$ cat config.mk
export PLATFORM = sky130hd
export DESIGN_NAME = sync_fifo_flags
export DESIGN_NICKNAME = d
export VERILOG_FILES = /design/src/rtl/sync_fifo_flags_pkg.sv /design/src/rtl/sync_fifo_flags_mem.sv /design/src/rtl/sync_fifo_flags.sv
export SDC_FILE = /design/constraint.sdc
export NUM_CORES = 1
export LEC_CHECK = 0
export CORE_ASPECT_RATIO = 1.5
export CORE_MARGIN = 2
export CORE_UTILIZATION = 50
export DETAILED_ROUTE_END_ITERATION = 10
export PLACE_DENSITY = 0.72
export SLEW_MARGIN = 30
export SYNTH_ARGS = -nofsm -noshare
export SYNTH_HDL_FRONTEND = slang
export SYNTH_SLANG_ARGS = --single-unit
$ cat constraint.sdc
create_clock -name clk -period 4.3 [get_ports clk]
set_input_delay 0.86 -clock clk [delete_from_list [all_inputs] [get_ports clk]]
set_output_delay 0.86 -clock clk [all_outputs]
set_load 0.02 [all_outputs]
$ cat src/rtl/sync_fifo_flags_pkg.sv
// rtl/sync_fifo_flags_pkg.sv - shared mode constants and pointer-width helper
package sync_fifo_flags_pkg;

    localparam int FWFT_OFF = 0;
    localparam int FWFT_ON  = 1;

    function automatic int clog2(input int n);
        int r;
        r = 0;
        while ((1 << r) < n) r++;
        return r;
    endfunction

endpackage

$ cat src/rtl/sync_fifo_flags_mem.sv
// rtl/sync_fifo_flags_mem.sv - DEPTH x DATA_W dual-port array, sync write, async read
module fifo_mem #(
    parameter int DATA_W = 32,
    parameter int DEPTH  = 16,
    parameter int PTR_W  = 4
) (
    input  logic              clk_i,
    input  logic              we_i,
    input  logic [PTR_W-1:0]  waddr_i,
    input  logic [DATA_W-1:0] wdata_i,
    input  logic [PTR_W-1:0]  raddr_i,
    output logic [DATA_W-1:0] rdata_o
);

    logic [DATA_W-1:0] mem [DEPTH];

    always_ff @(posedge clk_i) begin
        if (we_i) mem[waddr_i] <= wdata_i;
    end

    assign rdata_o = mem[raddr_i];

endmodule

$ cat src/rtl/sync_fifo_flags.sv
// rtl/sync_fifo_flags.sv - single-clock FIFO with level flags, sticky errors, optional FWFT
module sync_fifo_flags
    import sync_fifo_flags_pkg::*;
#(
    parameter int DATA_W    = 32,
    parameter int DEPTH     = 16,
    parameter int AF_THRESH = 14,
    parameter int AE_THRESH = 2,
    parameter int FWFT      = FWFT_OFF
) (
    input  logic                    clk,
    input  logic                    rst,
    input  logic                    w_en,
    input  logic [DATA_W-1:0]       data_in,
    input  logic                    r_en,
    output logic [DATA_W-1:0]       data_out,
    output logic                    full,
    output logic                    empty,
    output logic                    almost_full,
    output logic                    almost_empty,
    output logic [clog2(DEPTH):0]   count,
    output logic                    overflow,
    output logic                    underflow,
    input  logic                    clr_err
);

    localparam int PTR_W = clog2(DEPTH);
    localparam int CNT_W = PTR_W + 1;
    localparam logic [CNT_W-1:0] FULL_CNT = CNT_W'(DEPTH);
    localparam logic [CNT_W-1:0] AF_CNT   = CNT_W'(AF_THRESH);
    localparam logic [CNT_W-1:0] AE_CNT   = CNT_W'(AE_THRESH);

    if (DEPTH < 2 || (DEPTH & (DEPTH - 1)) != 0 ||
        AF_THRESH < 1 || AF_THRESH > DEPTH ||
        AE_THRESH < 0 || AE_THRESH > DEPTH - 1 ||
        (FWFT != FWFT_OFF && FWFT != FWFT_ON)) begin : g_bad_param
        $error("sync_fifo_flags: illegal parameter set");
    end

    logic [PTR_W-1:0]  wr_ptr_q, wr_ptr_d, rd_ptr_q, rd_ptr_d;
    logic [CNT_W-1:0]  count_q, count_d;
    logic [DATA_W-1:0] dout_q, dout_d, rd_data;
    logic              ovf_q, ovf_d, unf_q, unf_d;
    logic              rd_acc, wr_acc;

    // A full FIFO still accepts a write when a read frees a slot in the same cycle.
    assign rd_acc = r_en & ~empty;
    assign wr_acc = w_en & (~full | rd_acc);

    fifo_mem #(
        .DATA_W (DATA_W),
        .DEPTH  (DEPTH),
        .PTR_W  (PTR_W)
    ) u_mem (
        .clk_i   (clk),
        .we_i    (wr_acc),
        .waddr_i (wr_ptr_q),
        .wdata_i (data_in),
        .raddr_i (rd_ptr_q),
        .rdata_o (rd_data)
    );

    always_comb begin
        wr_ptr_d = wr_acc ? wr_ptr_q + 1'b1 : wr_ptr_q;
        rd_ptr_d = rd_acc ? rd_ptr_q + 1'b1 : rd_ptr_q;
        unique case ({wr_acc, rd_acc})
            2'b10:   count_d = count_q + 1'b1;
            2'b01:   count_d = count_q - 1'b1;
            default: count_d = count_q;
        endcase
        dout_d = dout_q;
        if (FWFT == FWFT_OFF && rd_acc) dout_d = rd_data;
        ovf_d = (w_en & ~wr_acc) | (ovf_q & ~clr_err);
        unf_d = (r_en & ~rd_acc) | (unf_q & ~clr_err);
    end

    always_ff @(posedge clk or posedge rst) begin
        if (rst) begin
            wr_ptr_q <= '0;
            rd_ptr_q <= '0;
            count_q  <= '0;
            dout_q   <= '0;
            ovf_q    <= 1'b0;
            unf_q    <= 1'b0;
        end else begin
            wr_ptr_q <= wr_ptr_d;
            rd_ptr_q <= rd_ptr_d;
            count_q  <= count_d;
            dout_q   <= dout_d;
            ovf_q    <= ovf_d;
            unf_q    <= unf_d;
        end
    end

    assign count        = count_q;
    assign full         = (count_q == FULL_CNT);
    assign empty        = (count_q == '0);
    assign almost_full  = (count_q >= AF_CNT);
    assign almost_empty = (count_q <= AE_CNT);
    assign overflow     = ovf_q;
    assign underflow    = unf_q;
    assign data_out     = (FWFT == FWFT_ON) ? (empty ? '0 : rd_data) : dout_q;

endmodule

==> summary.txt, run 1 <==
Synth
  – Number of warning messages in the yosys log: 0
  – Synth Area per Inst: 22.2 um2
  – Number of nets in the synthesized netlist: 1002
  – Share of Yosys cell area claimed by the top area cell type: 72.4%
  – Top cells by area in the synthesized netlist: sky130_fd_sc_hd__edfxtp_1 (72%), sky130_fd_sc_hd__mux4_2 (14%), sky130_fd_sc_hd__dfrtp_1 (5.5%)
  – Cell type with the largest total area after synthesis: sky130_fd_sc_hd__edfxtp_1
  – Flip-flop cell with the highest count after synthesis: sky130_fd_sc_hd__edfxtp_1
  – Synth Register Bits: 559
  – Sequential area share after synthesis: 77.9%
  – Number of cells produced by synthesis: 955
  – Post-synthesis async set-or-reset flop share: 8.41%
  – Yosys cell types: 37
  – Synth Cell Area: 21200 um2
  – Number of synthesized flops with an enable pin: 512

Setup path
  – Kind of critical path: reg -> out
  – Data arrival, critical path: 2710 ps
  – Critical Path End Type: primary output
  – Worst path required time: 3440 ps
  – Crit Path Max Fanout: 6
  – Kind of start point of the critical path: flop

Drt
  – Total routed wire length on the met1 layer: 17.1 mm
  – Final routed wirelength across all metal layers: 45.2 mm
  – Routed vias: 9906
  – Highest metal used: met4
  – Number of detailed-route iterations in the first pass: 7
  – Via-to-Cell Ratio: 5.95
  – Starting DRT DRC Count: 857
  – Detailed route wirelength on metal2: 24.4 mm
  – Drt drc: 0
  – Number of antenna-violating nets in the routed design: 0
  – Met3 wire length: 2.21 mm
  – Routed wirelength normalized by instance count: 27.1 um

Place
  – Cells after DPL: 1578
  – PortBufs: 79
  – Routability cong.: 0.777
  – HPWL after detailed placement: 27.8 mm

Global routing
  – Total track usage: 21.2%
  – Pin count of the biggest net entering global routing: 60
  – Number of antenna violations at the first check in global routing: 0
  – Via count of the first global-routing pass: 10341
  – First-pass GRT wire length: 67.5 mm
  – Leftover overflow at the end of global routing: 0

Power
  – Worst vdd ir: 0.355 mV
  – Power per unit of standard cell area: 659 nW/um2
  – Leakage Power: 7.86 nW
  – Pwr Total: 16.1 mW

Timing
  – Number of max-slew violations in the final report: 0
  – Final critical path time including I/O delays and setup: 3570 ps
  – Actual slew at the worst max-slew pin: 1040 ps
  – Max Clock Freq: 280 MHz
  – Maximum clock skew at final layout: 14.8 ps
  – Number of failing hold endpoints at the final stage: 0
  – Worst slew margin relative to its limit: 30.7%
  – Period utilisation layout: 83.1%
  – Final setup TNS: 0 ps
  – Final setup vio count: 0
  – Unrepaired setup endpoints after global routing: false

CTS
  – Longest Clk Path Bufs: 3
  – TritonCTS buffer count: 47
  – Number of sinks on the clock net: 559
  – Clk pin slew, worst setup/hold paths: 70 ps
  – Clock latency reported for the late side of the worst-skew pair: 570 ps
  – Clock tree from TritonCTS: yes
  – Number of hold buffers added after CTS: 0
  – Postcts setup bufs: 0
  – Clk Tree Root Cell: sky130_fd_sc_hd__clkbuf_16
  – Maximum level of the CTS H-tree: 2
  – Count of cells resized by post-cts repair: 0

Run status
  – Status: completed

Finish
  – Share of layout cells above drive strength 1: 25.3%
  – Synthesis-to-finish area growth: 15.3%
  – Number of fillers in the final layout: 2945
  – Count of non-filler cells in the finished layout: 1666
  – Final Net Count: 1110
  – Final antenna diode count: 0

Die
  – IO Pins: 80
  – Effective utilization at floorplan: 50.6%
  – Vertical die dimension: 256 um
  – Floorplan core area: 42000 um2
  – Std-Cell Rows: 92
  – Die area: 44200 um2
  – Horizontal die dimension: 172 um

Min path
  – Worst hold path type: reg -> reg

Job
  – Max-Cap Viols: 0
[critical path: stages (launching register included)]
cell	delay, ps
sky130_fd_sc_hd__dfrtp_1	460
sky130_fd_sc_hd__or4_1	700
sky130_fd_sc_hd__or2_2	340
sky130_fd_sc_hd__inv_1	50
sky130_fd_sc_hd__clkdlybuf4s50_1	590
[state kept, by name, summed over array words and instances, names as in the netlist]
name / cells
overflow: 1
rd_ptr_q: 4
u_mem.mem: 512
wr_ptr_q: 4
underflow: 1
count: 5
data_out: 32
[metrics by stage]
step / instance area, um2 / hold slack (ps) / setup slack, ps / util (%)
detailed placement: 22900 / 498 / 741 / 54.5
finish: 24500 / 516 / 728 / 58.3
global route: 24500 / 547 / 631 / 58.3
global placement: 22900 / 510 / 756 / 54.5
floorplan: 21200 / 543 / 373 / -
CTS: 24500 / 518 / 692 / 58.3
[cells in the mapped netlist (all sizes together), types with 9 or more instances]
cell type    n
edfxtp     512
mux4       128
dfrtp       47
buf         38
o22ai       36
mux2i       29
nand2       29
a21oi       20
mux2        19
clkbuf      15
nor2        15
o221ai      14
ha           9
[per-layer routing]
layer	up-vias	track usage (%)
met5	-	0
met4	0	7.59
met3	72	3.15
met2	348	36.7
met1	5285	27.2
li1	4201	-
[cell usage in the layout (no fill, tap or decap), types with 8 or more instances in the layout]
cell type,instances
sky130_fd_sc_hd__a21oi_1,20
sky130_fd_sc_hd__buf_4,30
sky130_fd_sc_hd__clkbuf_1,12
sky130_fd_sc_hd__clkbuf_16,47
sky130_fd_sc_hd__clkdlybuf4s50_1,79
sky130_fd_sc_hd__dfrtp_1,44
sky130_fd_sc_hd__edfxtp_1,512
sky130_fd_sc_hd__ha_1,9
sky130_fd_sc_hd__mux2_2,19
sky130_fd_sc_hd__mux2i_1,29
sky130_fd_sc_hd__mux4_2,128
sky130_fd_sc_hd__nand2_1,28
sky130_fd_sc_hd__nor2_4,12
sky130_fd_sc_hd__o221ai_1,14
sky130_fd_sc_hd__o22ai_1,36
sky130_fd_sc_hd__xnor2_1,8
[power breakdown]
part / switching [mW] / leakage (nW) / total (mW) / internal [mW]
registers: 0.568 / 5.17 / 7.22 / 6.66
logic: 2.37 / 1.91 / 4.52 / 2.15
clock network: 1.88 / 0.769 / 4.40 / 2.52
total: 4.81 / 7.86 / 16.1 / 11.3
[kinds of logic (layout without fill, tap and decap cells)]
kind of cell | after synthesis | in the layout | share of synthesized area, %
AOI/OAI and AO/OA | 81 | 81 | 2.55
xor gates and xnor gates | 9 | 9 | 0.371
adders and majority gates | 10 | 10 | 0.624
buffers and inverters | 61 | 208 | 1.35
DFF | 559 | 559 | 77.9
muxes | 176 | 176 | 15.9
and+or+nand+nor | 59 | 59 | 1.24
[path summary, 6_finish.rpt]
path                       startpoint          end  slack, ps  depth (start not counted)
setup / recovery             count[0]         full        730                          4
hold reg to reg              overflow     overflow        520                          1
min in group asynchronous         rst  data_out[5]        770                          2
max in group asynchronous         rst  rd_ptr_q[3]       2730                          3
setup reg to reg             count[0]     count[4]       1000                          9
hold / removal               overflow     overflow        520                          1
[area by class of cell]
cell class,count,area [um2],share of cell area (%)
Multi-Input combinational cell,335,4520,18.5
Timing Repair Buffer,112,1080,4.39
Tap cell,564,706,2.88
Sequential cell,559,16600,67.6
Inverter,8,30.0,0.123
Clock buffer,63,1280,5.21
Clock inverter,25,317,1.29
No activity file was read; power rests on OpenSTA's default activity.
==> inputs of run 2 (changes only) <==
==> constraint.sdc (replaced) <==
create_clock -name clk -period 3.3 [get_ports clk]
set_input_delay 0.66 -clock clk [delete_from_list [all_inputs] [get_ports clk]]
set_output_delay 0.66 -clock clk [all_outputs]
set_load 0.02 [all_outputs]
==> run 2 against run 1 <==
Compared with the run above:
- die area stayed put
- sequential cell count stayed put
- sequential share of layout area is 0.88 points lower
- critical endpoint is now empty
- via count is 1.2% higher
- power is 31% higher
- first-iteration DRC count is 1.9% lower
- largest power group unchanged
- register-to-register slack worse by 570 ps
==> summary.txt, run 2 (same netlist as run 1, synthesis figures left out) <==
CTS
  – Number of sinks on the clock net: 559 (unchanged)
  – Longest Clk Path Bufs: 3 (unchanged)
  – Clock tree from TritonCTS: yes
  – Maximum level of the CTS H-tree: 2 (unchanged)
  – Postcts setup bufs: 0 (unchanged)
  – Clk Tree Root Cell: sky130_fd_sc_hd__clkbuf_16
  – Clk pin slew, worst setup/hold paths: 60 ps (about the same)
  – Clock latency reported for the late side of the worst-skew pair: 570 ps (about the same)
  – TritonCTS buffer count: 49 (+4.3%)

Timing
  – Unrepaired setup endpoints after global routing: false
  – Max Clock Freq: 323 MHz
  – Final critical path time including I/O delays and setup: 3100 ps
  – Period utilisation layout: 93.9%
  – Number of failing hold endpoints at the final stage: 0 (unchanged)
  – Worst slew margin relative to its limit: 51.8% (+21 points)
  – Final setup vio count: 0 (unchanged)
  – Actual slew at the worst max-slew pin: 723 ps (-317 ps)
  – Number of max-slew violations in the final report: 0 (unchanged)
  – Final setup TNS: 0 ps (unchanged)
  – Final worst slack: 201 ps (-527 ps)
  – Maximum clock skew at final layout: 14.1 ps (-0.707 ps)

Setup path
  – Beginning of the worst register-to-register path: count[0]
  – Cell depth of the worst flop-to-flop path: 9 (unchanged)
  – Data arrival, critical path: 2440 ps (-270 ps)
  – Startpoint of the worst setup timing path: count[0]
  – Worst path required time: 2640 ps (-800 ps)
  – Critical Path End Type: primary output
  – Internal reg-to-reg setup slack: 430 ps (-570 ps)
  – Crit Path Max Fanout: 6 (unchanged)
  – Kind of start point of the critical path: flop
  – Reg-to-reg endpoint: count[4]
  – Kind of critical path: reg -> out

Drt
  – Starting DRT DRC Count: 841 (-1.9%)
  – Via-to-Cell Ratio: 5.95 (about the same)
  – Routed vias: 10023 (+1.2%)
  – Number of antenna-violating nets in the routed design: 0 (unchanged)
  – Final routed wirelength across all metal layers: 43.9 mm (-2.8%)
  – Number of detailed-route iterations in the first pass: 5 (-2)
  – Routed wirelength normalized by instance count: 26.1 um (-3.8%)
  – Drt drc: 0 (unchanged)

Die
  – Die area: 44200 um2 (unchanged)
  – Horizontal die dimension: 172 um (unchanged)
  – Floorplan core area: 42000 um2 (unchanged)
  – IO Pins: 80 (unchanged)
  – Std-Cell Rows: 92 (unchanged)
  – Vertical die dimension: 256 um (unchanged)
  – Effective utilization at floorplan: 50.6% (unchanged)

Finish
  – Final core occ: 59.0% (+0.77 points)
  – Most frequent standard cell in the layout excluding fill and tap cells: sky130_fd_sc_hd__edfxtp_1
  – Register bank with the most flops: u_mem.mem
  – Share of layout cells above drive strength 1: 26.6% (+1.3 points)
  – Flip-flop count of the largest register after layout: 512 (unchanged)
  – Synthesis-to-finish area growth: 16.8%
  – Number of fillers in the final layout: 2915 (-1.0%)
  – Final antenna diode count: 0 (unchanged)
  – Highest-count cells in the layout ignoring fill and taps: sky130_fd_sc_hd__edfxtp_1 (512), sky130_fd_sc_hd__mux4_2 (128), sky130_fd_sc_hd__clkdlybuf4s50_1 (78)
  – Final Net Count: 1127 (+1.5%)
  – Count of non-filler cells in the finished layout: 1684 (+1.1%)

Place
  – PortBufs: 79 (unchanged)
  – Cells after DPL: 1593 (+0.95%)
  – Minimum setup slack after placement: 354 ps (-387 ps)
  – Routability cong.: 0.748 (-3.8%)
  – HPWL after detailed placement: 25.7 mm (-7.7%)

Min path
  – Min-delay src: data_out[1]
  – Hold Path Sink: data_out[1]
  – Worst hold path type: reg -> reg
  – Worst hold stages: 2 (+1)

Global routing
  – First-pass GRT wire length: 66.2 mm (-1.9%)
  – Total track usage: 20.5% (-0.67 points)
  – Number of antenna violations at the first check in global routing: 0 (unchanged)
  – Leftover overflow at the end of global routing: 0 (unchanged)
  – Via count of the first global-routing pass: 10557 (+2.1%)
  – Pin count of the biggest net entering global routing: 48 (-20%)

Power
  – Pwr Total: 21.1 mW (+31%)
  – Leakage Power: 8.01 nW (+1.9%)
  – Worst vdd ir: 0.510 mV (+44%)
  – Power per unit of standard cell area: 850 nW/um2 (+29%)

Run status
  – Status: completed

Job
  – Max-Cap Viols: 0 (unchanged)
[run 2: critical path, stage by stage, from the launching register on]
cell	delay (ps)
sky130_fd_sc_hd__dfrtp_1	460
sky130_fd_sc_hd__or4_4	620
sky130_fd_sc_hd__nor2_1	160
sky130_fd_sc_hd__clkdlybuf4s50_1	630
[run 2: worst max-delay path by stage]
stage          endpoint  slack [ps]
2_1_floorplan  count[4]         240
3_3_place_gp   count[4]         420
3_5_place_dp   count[4]         350
4_1_cts           empty         150
5_1_grt           empty          70
6_report          empty         200
[run 2: routing by layer]
layer / wire [um] / part of all wire [%] / track usage (%) / vias to the layer above
li1: - / - / - / 4246
met1: 16900 / 38 / 26.8 / 5334
met2: 23200 / 53 / 35.3 / 366
met3: 2600 / 5.9 / 3.12 / 77
met4: 1270 / 2.9 / 6.79 / 0
met5: 0 / 0 / 0 / -
[run 2: final cells by class]
type                            instances  area, um2  share of cell area [%]
Sequential cell                       559      16600                    66.7
Multi-Input combinational cell        335       4550                    18.4
Clock buffer                           62       1340                    5.39
Timing Repair Buffer                  127       1310                    5.29
Tap cell                              564        706                    2.84
Clock inverter                         29        309                    1.25
Inverter                                8       30.0                   0.121
[run 2: report_power, final]
group / switching [mW] / internal, mW / leakage, nW
logic: 3.07 / 2.93 / 2.04
clock network: 2.46 / 3.35 / 0.792
registers: 0.605 / 8.67 / 5.17
[run 2: stage by stage]
step	hold WS (ps)	area (um2)
detailed placement	497	23200
finish	514	24800
global placement	498	23200
global route	525	24800
floorplan	543	21300
CTS	514	24800
[run 2: repair_timing]
action,CTS,global route
hold buffers,0,0
endpoints found under the setup margin,1,0
resized for setup,2,0
